### src/rtl/free_play_pkg.sv
// free_play_pkg: note table, half-period helpers and code constants
// shared by the free-play voice.
package free_play_pkg;

  localparam int unsigned CODE_REST = 0;
  localparam int unsigned CODE_MAX  = 7;

  localparam logic [6:0][31:0] NOTE_MHZ = {
    32'd493883, 32'd440000, 32'd391995, 32'd349228,
    32'd329628, 32'd293665, 32'd261626
  };

  typedef logic [7:0][31:0] hp_tab_t;

  function automatic logic [31:0] HALF_PERIOD(
    input int unsigned     code,
    input longint unsigned clk_hz
  );
    logic [63:0] num;
    if (code == CODE_REST || code > CODE_MAX)
      return 32'd0;
    num = clk_hz * 64'd500;
    return 32'(num / 64'(NOTE_MHZ[code-1]));
  endfunction

  function automatic hp_tab_t half_table(
    input longint unsigned clk_hz
  );
    hp_tab_t t;
    for (int c = 0; c < 8; c++)
      t[c] = HALF_PERIOD(c, clk_hz);
    return t;
  endfunction

endpackage

### src/rtl/key_debounce.sv
// key_debounce: 2-flop synchroniser plus stable-count debouncer
// for one raw key.
module key_debounce #(
  parameter int DEBOUNCE_CYCLES = 2_000_000
)(
  input  logic clk,
  input  logic rst_n,
  input  logic key,
  output logic state
);

  localparam int CW = $clog2(DEBOUNCE_CYCLES + 1);

  logic [1:0]    sync;
  logic [CW-1:0] cnt;

  always_ff @(posedge clk or negedge rst_n) begin
    if (!rst_n) begin
      sync  <= '0;
      cnt   <= '0;
      state <= 1'b0;
    end else begin
      sync <= {sync[0], key};
      if (sync[1] != state) begin
        if (cnt == CW'(DEBOUNCE_CYCLES - 1)) begin
          state <= ~state;
          cnt   <= '0;
        end else begin
          cnt <= cnt + 1'b1;
        end
      end else begin
        cnt <= '0;
      end
    end
  end

endmodule

### src/rtl/free_play_engine.sv
// free_play_engine: last-pressed-priority key voice with square-wave out.
// Optional release tail enabled by FREE_PLAY_SUSTAIN_EN.
module free_play_engine
  import free_play_pkg::*;
#(
  parameter int unsigned CLK_HZ          = 100_000_000,
  parameter int          NUM_KEYS        = 8,
  parameter int          MAP_W           = 3,
  parameter int          DEBOUNCE_CYCLES = 2_000_000,
  parameter int          SUSTAIN_CYCLES  = 25_000_000
)(
  input  logic                      clk,
  input  logic                      rst_n,
  input  logic                      enable,
  input  logic [NUM_KEYS-1:0]       keys,
  input  logic [NUM_KEYS*MAP_W-1:0] key_map,
  input  logic [1:0]                octave,
  output logic                      speaker,
  output logic                      note_active,
  output logic [MAP_W-1:0]          note_code
);

  localparam int IW = (NUM_KEYS > 1) ? $clog2(NUM_KEYS) : 1;
  localparam hp_tab_t HP_TAB = half_table(64'(CLK_HZ));

  logic [NUM_KEYS-1:0] deb, deb_q, rise;
  logic [IW-1:0]       cur, cur_nxt, rise_idx, held_idx;
  logic                cur_vld, cur_vld_nxt;
  logic [MAP_W-1:0]    map_code, sel_code, code_nxt;
  logic [31:0]         hp, cnt;

  for (genvar i = 0; i < NUM_KEYS; i++) begin : g_key
    key_debounce #(
      .DEBOUNCE_CYCLES(DEBOUNCE_CYCLES)
    ) u_deb (
      .clk   (clk),
      .rst_n (rst_n),
      .key   (keys[i]),
      .state (deb[i])
    );
  end

  always_comb begin
    rise     = deb & ~deb_q;
    rise_idx = '0;
    held_idx = '0;
    for (int i = NUM_KEYS - 1; i >= 0; i--) begin
      if (rise[i]) rise_idx = IW'(i);
      if (deb[i])  held_idx = IW'(i);
    end
    cur_nxt     = cur;
    cur_vld_nxt = cur_vld;
    if (|rise) begin
      cur_nxt     = rise_idx;
      cur_vld_nxt = 1'b1;
    end else if (cur_vld && deb[cur]) begin
      cur_vld_nxt = 1'b1;
    end else if (|deb) begin
      cur_nxt     = held_idx;
      cur_vld_nxt = 1'b1;
    end else begin
      cur_vld_nxt = 1'b0;
    end
    map_code = key_map[int'(cur_nxt)*MAP_W +: MAP_W];
    sel_code = '0;
    if (cur_vld_nxt && 32'(map_code) <= CODE_MAX)
      sel_code = map_code;
  end

`ifdef FREE_PLAY_SUSTAIN_EN
  localparam int SW = $clog2(SUSTAIN_CYCLES + 1);

  logic          sus;
  logic [SW-1:0] sus_cnt;

  // Tail replays the last sounding code until the count runs out
  always_comb begin
    code_nxt = '0;
    if (!enable)
      code_nxt = '0;
    else if (cur_vld_nxt)
      code_nxt = sel_code;
    else if (!sus && note_code != '0)
      code_nxt = note_code;
    else if (sus && sus_cnt < SW'(SUSTAIN_CYCLES))
      code_nxt = note_code;
  end

  always_ff @(posedge clk or negedge rst_n) begin
    if (!rst_n) begin
      sus     <= 1'b0;
      sus_cnt <= '0;
    end else if (!enable || cur_vld_nxt) begin
      sus     <= 1'b0;
      sus_cnt <= '0;
    end else if (!sus) begin
      if (note_code != '0) begin
        sus     <= 1'b1;
        sus_cnt <= SW'(1);
      end
    end else if (sus_cnt < SW'(SUSTAIN_CYCLES)) begin
      sus_cnt <= sus_cnt + 1'b1;
    end
  end
`else
  localparam int unused_sustain = SUSTAIN_CYCLES;

  always_comb begin
    code_nxt = '0;
    if (enable)
      code_nxt = sel_code;
  end
`endif

  assign hp = HP_TAB[note_code[2:0]] >> octave;

  always_ff @(posedge clk or negedge rst_n) begin
    if (!rst_n) begin
      deb_q       <= '0;
      cur         <= '0;
      cur_vld     <= 1'b0;
      speaker     <= 1'b0;
      note_active <= 1'b0;
      note_code   <= '0;
      cnt         <= '0;
    end else begin
      deb_q   <= deb;
      cur     <= cur_nxt;
      cur_vld <= cur_vld_nxt;
      if (code_nxt == '0) begin
        speaker     <= 1'b0;
        note_active <= 1'b0;
        note_code   <= '0;
        cnt         <= '0;
      end else if (code_nxt != note_code) begin
        note_active <= 1'b1;
        note_code   <= code_nxt;
        cnt         <= '0;
      end else if (cnt >= hp - 32'd1) begin
        speaker <= ~speaker;
        cnt     <= '0;
      end else begin
        cnt <= cnt + 32'd1;
      end
    end
  end

endmodule

### config.mk
export PLATFORM = sky130hd
export DESIGN_NAME = free_play_engine
export DESIGN_NICKNAME = d
export VERILOG_FILES = /design/src/rtl/free_play_pkg.sv /design/src/rtl/key_debounce.sv /design/src/rtl/free_play_engine.sv
export SDC_FILE = /design/constraint.sdc
export NUM_CORES = 1
export LEC_CHECK = 0
export CORE_ASPECT_RATIO = 0.75
export CORE_MARGIN = 5
export CORE_UTILIZATION = 55
export CTS_BUF_LIST = sky130_fd_sc_hd__clkbuf_8
export CTS_CLUSTER_SIZE = 14
export DETAILED_ROUTE_END_ITERATION = 6
export HOLD_SLACK_MARGIN = 0.15
export PLACE_DENSITY_LB_ADDON = 0.1
export SETUP_SLACK_MARGIN = 0.5
export SYNTH_ARGS = -nofsm -noshare
export SYNTH_HDL_FRONTEND = slang
export SYNTH_HIERARCHICAL = 1
export SYNTH_SLANG_ARGS = --single-unit
### constraint.sdc
create_clock -name clk -period 7.1 [get_ports clk]
set_clock_uncertainty 0.2 [all_clocks]
set_input_delay 1.42 -clock clk [delete_from_list [all_inputs] [get_ports clk]]
set_output_delay 1.42 -clock clk [all_outputs]
set_load 0.01 [all_outputs]
==> Yosys cells after proc, flatten, opt, wreduce, memory -nomap -nowiden <==
Memories as Yosys holds them, arrays and structs flattened.
Index checks and enable logic that the tools add are counted.
{ "word_totals": {"regBits": 241, "rom_bits": 256, "inputBits": 37, "out_inout_bits": 5, "wordCells": 145, "memories": 1} }
{ "classes": {"addsub": 10, "mul": 1, "magnitude_cmp": 3, "n_eq_ne": 18, "shifts": 2, "mux": 53, "bitwise": 11, "reduce_logical": 15} }
{ "mem_list": {"columns": ["memory", "depth", "width", "rd", "rd_ports_with_merged_regs", "wr", "line", "text"], "rows": [
  ["(name not given)", 8, 32, 1, 0, 0, "free_play_engine.sv:115", "assign hp = HP_TAB[note_code[2:0]] >> octave;"]
]} }
{ "ops": {"columns": ["op", "n"], "rows": [
  ["$mux W21", 16],
  ["$add A21 B1 Y21 const B", 8],
  ["$eq A21 B21 Y1 const B", 8],
  ["$mux W32", 4],
  ["$mux W3", 23],
  ["$add A32 B1 Y32 const B", 1],
  ["$ge A32 B32 Y1", 1],
  ["$shr A32 B2 Y32", 1],
  ["$sub A32 B1 Y32 const B", 1],
  ["$shiftx A24 B6 Y3", 1],
  ["$reduce_and A2 Y1", 9],
  ["$reduce_or A8 Y1", 2],
  ["$mux W1", 9],
  ["$not A1 Y1", 9],
  ["$and A8 B8 Y8", 1],
  ["$lt A3 B4 Y1 const B", 2],
  ["$ne A1 B1 Y1", 8],
  ["$not A8 Y8", 1],
  ["$mul A3 B2 Y5 const B", 1],
  ["$reduce_bool A2 Y1", 2],
  ["$bmux W1 S3", 1],
  ["$logic_not A3 Y1", 1],
  ["$ne A3 B3 Y1", 1],
  ["$ne A2 B2 Y1 const B", 1],
  ["$logic_and A1 B1 Y1", 1]
]} }

==> Longest topological paths before layout <==
{ "logic_depth": {"depth_word": 18, "depth_mapped": 27, "mapped_depth_nobuf": 24} }

==> Modules after synthesis <==
The synthesis kept the hierarchy.
{ "by_module_without_submodules": {"columns": ["module", "n_inst", "cells_per_inst", "area_per_inst_um2", "seq_area_each_um2"], "rows": [
  ["key_debounce", 8, 119, 1197.4, 600.6],
  ["free_play_engine", 1, 550, 4725.8, 1226.2]
]} }

==> Worst setup path after synthesis <==
No wires, ideal clock.
{ "synth_timing": {"path_kind": "in2reg", "start": "input port octave[0]", "end": "register cnt[10] (netlist name)", "setup_ns": 0.080, "arrival_ns": 5.763, "required_time_ns": 6.820, "slack_ns": 1.056, "stages": 23, "path_buffers": 3, "path_cell_list": "buf_2 nor2b_1 a221oi_1 o22ai_1 a211oi_1 nand4_1 a21o_1 nand3b_1 or2_1 clkbuf_1 a32oi_1 ha_1 a21o_1 a21o_1 a21o_1 a21o_1 a21o_1 a21oi_1 o221ai_1 a31oi_1 nand2_1 buf_2 nor3_2"} }
{ "synth_rtl": {"columns": ["element", "line", "text"], "rows": [
  ["start, declared", "free_play_engine.sv:17", "input logic [1:0] octave,"]
]} }

==> summary.md <==
| Metric | Value |
|---|---|
| CP max FO | `30` |
| I/O Pins | `42` |
| Placement Rows | `51` |
| Max-Slew Margin vs Limit | `between 30% and 40%` |
| Lkg Pwr | `between 6 and 7 nW` |
| Total power | `2.90 mW` |
| Critical Path Sink Type | `flop` |
| Nets | `approximately 1,600` |
| Vias in the first global route | `about 10,000` |
| Layout area overhead | `11.3%` |
| Worst VDD drop | `approximately 190 uV` |
| Detailed placement HPWL | `21,400 um` |
| Final setup viols | `0` |
| Critical Path Source Type | `flop` |
| Latest clock arrival within the worst-skew pair | `0.56 ns` |
| CTS tree | `yes` |
| Syn Area/Cell | `9.52 um^2` |
| Via Count | `roughly 11,000` |
| F_max | `0.166 GHz` |
| Final Wtd Congestion | `0.935` |
| Pre-CTS setup slack | `-0.0304 ns` |
| CTS clock-pin slew for the worst setup and hold paths | `about 0.060 ns` |
| Leading cell type in the layout, fill and taps excluded | `dfrtp_1` |
| Period utilisation layout | `roughly 85%` |
| Crit path top cell by count | `a21o_1` |
| Post-Syn Nets | `around 1,600` |
| H-tree depth | `2` |
| DRC viols | `0` |
| Hold WC Path Type | `reg2reg` |
| Clock root buffer master | `clkbuf_8` |
| Largest area contributor in the netlist | `dfrtp_1` |
| CORE AREA | `25,800 um^2` |
| Post-synth EDFFs | `0` |
| Clk buf depth | `3` |
| Number of synthesized register bits | `241` |
| Share of the synthesized area in the top cell type | `between 40% and 50%` |
| IO Port Bufs | `41` |
| Slew Limit Fails | `0` |
| Die area | `29,400 um^2` |
| TritonCTS Sinks | `~240` |
| Cells after Synth | `approximately 1,500` |
| Layout cells sized above 1 | `between 10% and 20%` |
| GRT Resource Usage Total | `a little over a fifth` |
| Via density per instance | `around 5.7` |
| Critical-path top delay cell | `dfrtp_1` |
| Mapped Area | `14,300 um^2` |
| Ys async rst share | `between 90% and 100%` |
| R2R Setup Slk | `about 1.1 ns` |
| Initial DRC Count | `596` |
| Main synth FF type | `dfrtp_1` |
| Crit path launch | `note_code[1]$_DFFE_PN0P_` |
| Area contributors post-synth | `dfrtp_1 (42%), xnor2_1 (4.8%), nor2_1 (4.2%)` |
| Ant diodes | `0` |
| Initial core utilization | `between 50% and 60%` |
| Initial antenna violation count | `0` |
| Yosys warns | `6` |
| Status | `finished clean` |
| Final hold slack | `around 0.15 ns` |
| Worst hold start | `g_key[3].u_deb/sync[0]$_DFF_PN0_` |
| Worst-Margin Slew | `around 1 ns` |
| Sequence of cells on the critical path | `inv_1 > ha_1 > mux2i_1 > a221oi_2 > o22ai_1 > a211oi_1 > nand4_1 > a21o_1 > nand3b_1 > or2_1 > nand2b_1 > ha_1 > a21o_1 > a21o_1 > a21o_1 > a21o_1 > a21o_1 > a21oi_1 > o221ai_1 > a31oi_2 > nand2_1 > buf_4 > nor3_2` |
| Critical Path Max Stage Delay | `0.63 ns` |
| TritonRoute pass-1 iters | `5` |
| GR Overflow Total | `0` |
| Largest net degree at the start of global routing | `between 100 and 150` |
| Die Width | `roughly 200 um` |
| Hold path depth | `0` |
| CTS Buf Count | `41` |
| First-pass GRT wire length | `around 52,000 um` |
| Worst EP required | `between 7 and 8 ns` |
| RSZ-0062 raised after global routing | `no` |
| Pwr Density | `between 150 and 200 nW/um^2` |
| Max Cap Viol | `0` |
| Final worst slack | `roughly 1.1 ns` |
| Reg-to-reg startpoint | `note_code[1]$_DFFE_PN0P_` |
| Synth cell types | `80` |
| Antenna viol nets, final | `0` |
| Fill cells | `between 2,000 and 2,500` |
| Commonest non-fill, non-tap cells in the layout | `dfrtp_1 (241), nor2_1 (158), nand2_1 (112), nand3_1 (97), a21oi_1 (89)` |
| Sequential share of the synthesized area | `between 40% and 50%` |
| FF-to-FF path depth | `23` |
| Critical Path AT | `around 6.3 ns` |
| Routed WL per cell | `between 15 and 20 um` |
| CP Class | `reg2reg` |
| Total Wirelength | `30,700 um` |
| Final Critical Period | `around 6 ns` |
| Final Hold Viols | `0` |
| Height of the die | `150 um` |
## per-layer routing
metal  wire length [um]  share of wire, %  GRT usage (%)  up-vias
li1                   -                 -              -     5566
met1              15600                51           32.5     5289
met2              13300                43           31.4      185
met3               1290               4.2           3.83       37
met4                516               1.7           5.27        0
met5                  0                 0              0        -
## cell type report
cell class / count / area [um^2] / area share, %
inverters: 42 / 158 / 0.990
multi-input cells: 1184 / 7900 / 49.6
well taps: 344 / 430 / 2.70
repair buffers: 51 / 510 / 3.21
flip-flops and latches: 241 / 6030 / 37.9
clock inverters: 20 / 151 / 0.951
clock buffers: 54 / 743 / 4.67
## where the power goes
part	internal, mW	total, mW	switching [mW]
Combinational	0.0600	0.155	0.0953
Sequential	1.39	1.41	0.0157
Clock	0.760	1.34	0.578
## stage by stage
step | utilization (%) | cell area [um^2] | std cells | TNS, ns
floorplan | - | 14300 | 1502 | 0
global placement | 58.1 | 15000 | 1859 | 0
detailed placement | 58.1 | 15000 | 1859 | -0.134
CTS | 61.6 | 15900 | 1935 | 0
global route | 61.8 | 15900 | 1936 | 0
finish | 61.8 | 15900 | 1936 | 0
## sequential cells by signal (all words and copies together), names as in the netlist
register / flops
note_code: 3
note_active: 1
speaker: 1
cur: 3
cnt: 32
deb_q: 8
g_key.u_deb/state: 8
g_key.u_deb/sync: 16
cur_vld: 1
g_key.u_deb/cnt: 168
## worst max-delay path, delay by kind of cell (launching register included)
kind	cells	cell delay [ns]
mux	1	0.17
simple gates	6	1.23
buf+inv	2	0.57
compound gates	12	2.40
flops	1	0.63
fa+ha+maj	2	0.69
## cells in the mapped netlist (27+ instances only)
library cell / number
a21oi_1: 89
and2_1: 27
and4_1: 32
dfrtp_1: 241
ha_1: 47
inv_1: 39
nand2_1: 112
nand3_1: 97
nand4_1: 51
nor2_1: 159
nor3_2: 29
o21ai_0: 79
or3_1: 32
xnor2_1: 78
xor2_1: 67
## logic make-up (layout without fill, tap and decap cells)
logic type	after synthesis	after routing	synth area share [%]
DFF	241	241	42.2
buffers and inverters	77	167	2.83
AOI/OAI and AO/OA	254	254	11.3
muxes	22	22	1.77
adders and majority gates	47	47	4.11
xor gates and xnor gates	148	148	9.22
and+or+nand+nor	713	713	28.7
## final timing paths
path,to
max in group asynchronous,g_key[6].u_deb/cnt[5]$_DFF_PN0_
min in group asynchronous,g_key[5].u_deb/cnt[14]$_DFF_PN0_
max reg2reg,cnt[7]$_DFF_PN0_
min reg2reg,g_key[3].u_deb/sync[1]$_DFF_PN0_
min,g_key[3].u_deb/sync[1]$_DFF_PN0_
max,cnt[7]$_DFF_PN0_
## timing repair
| action | in CTS | in global routing |
|---|---|---|
| hold endpoints to repair | 2 | 0 |
| hold buffers | 2 | 0 |
| setup endpoints to repair | 0 | 31 |
| buffers inserted | 0 | 1 |
| resized for setup | 0 | 7 |
Note: power is estimated with default switching activity, not from simulation.
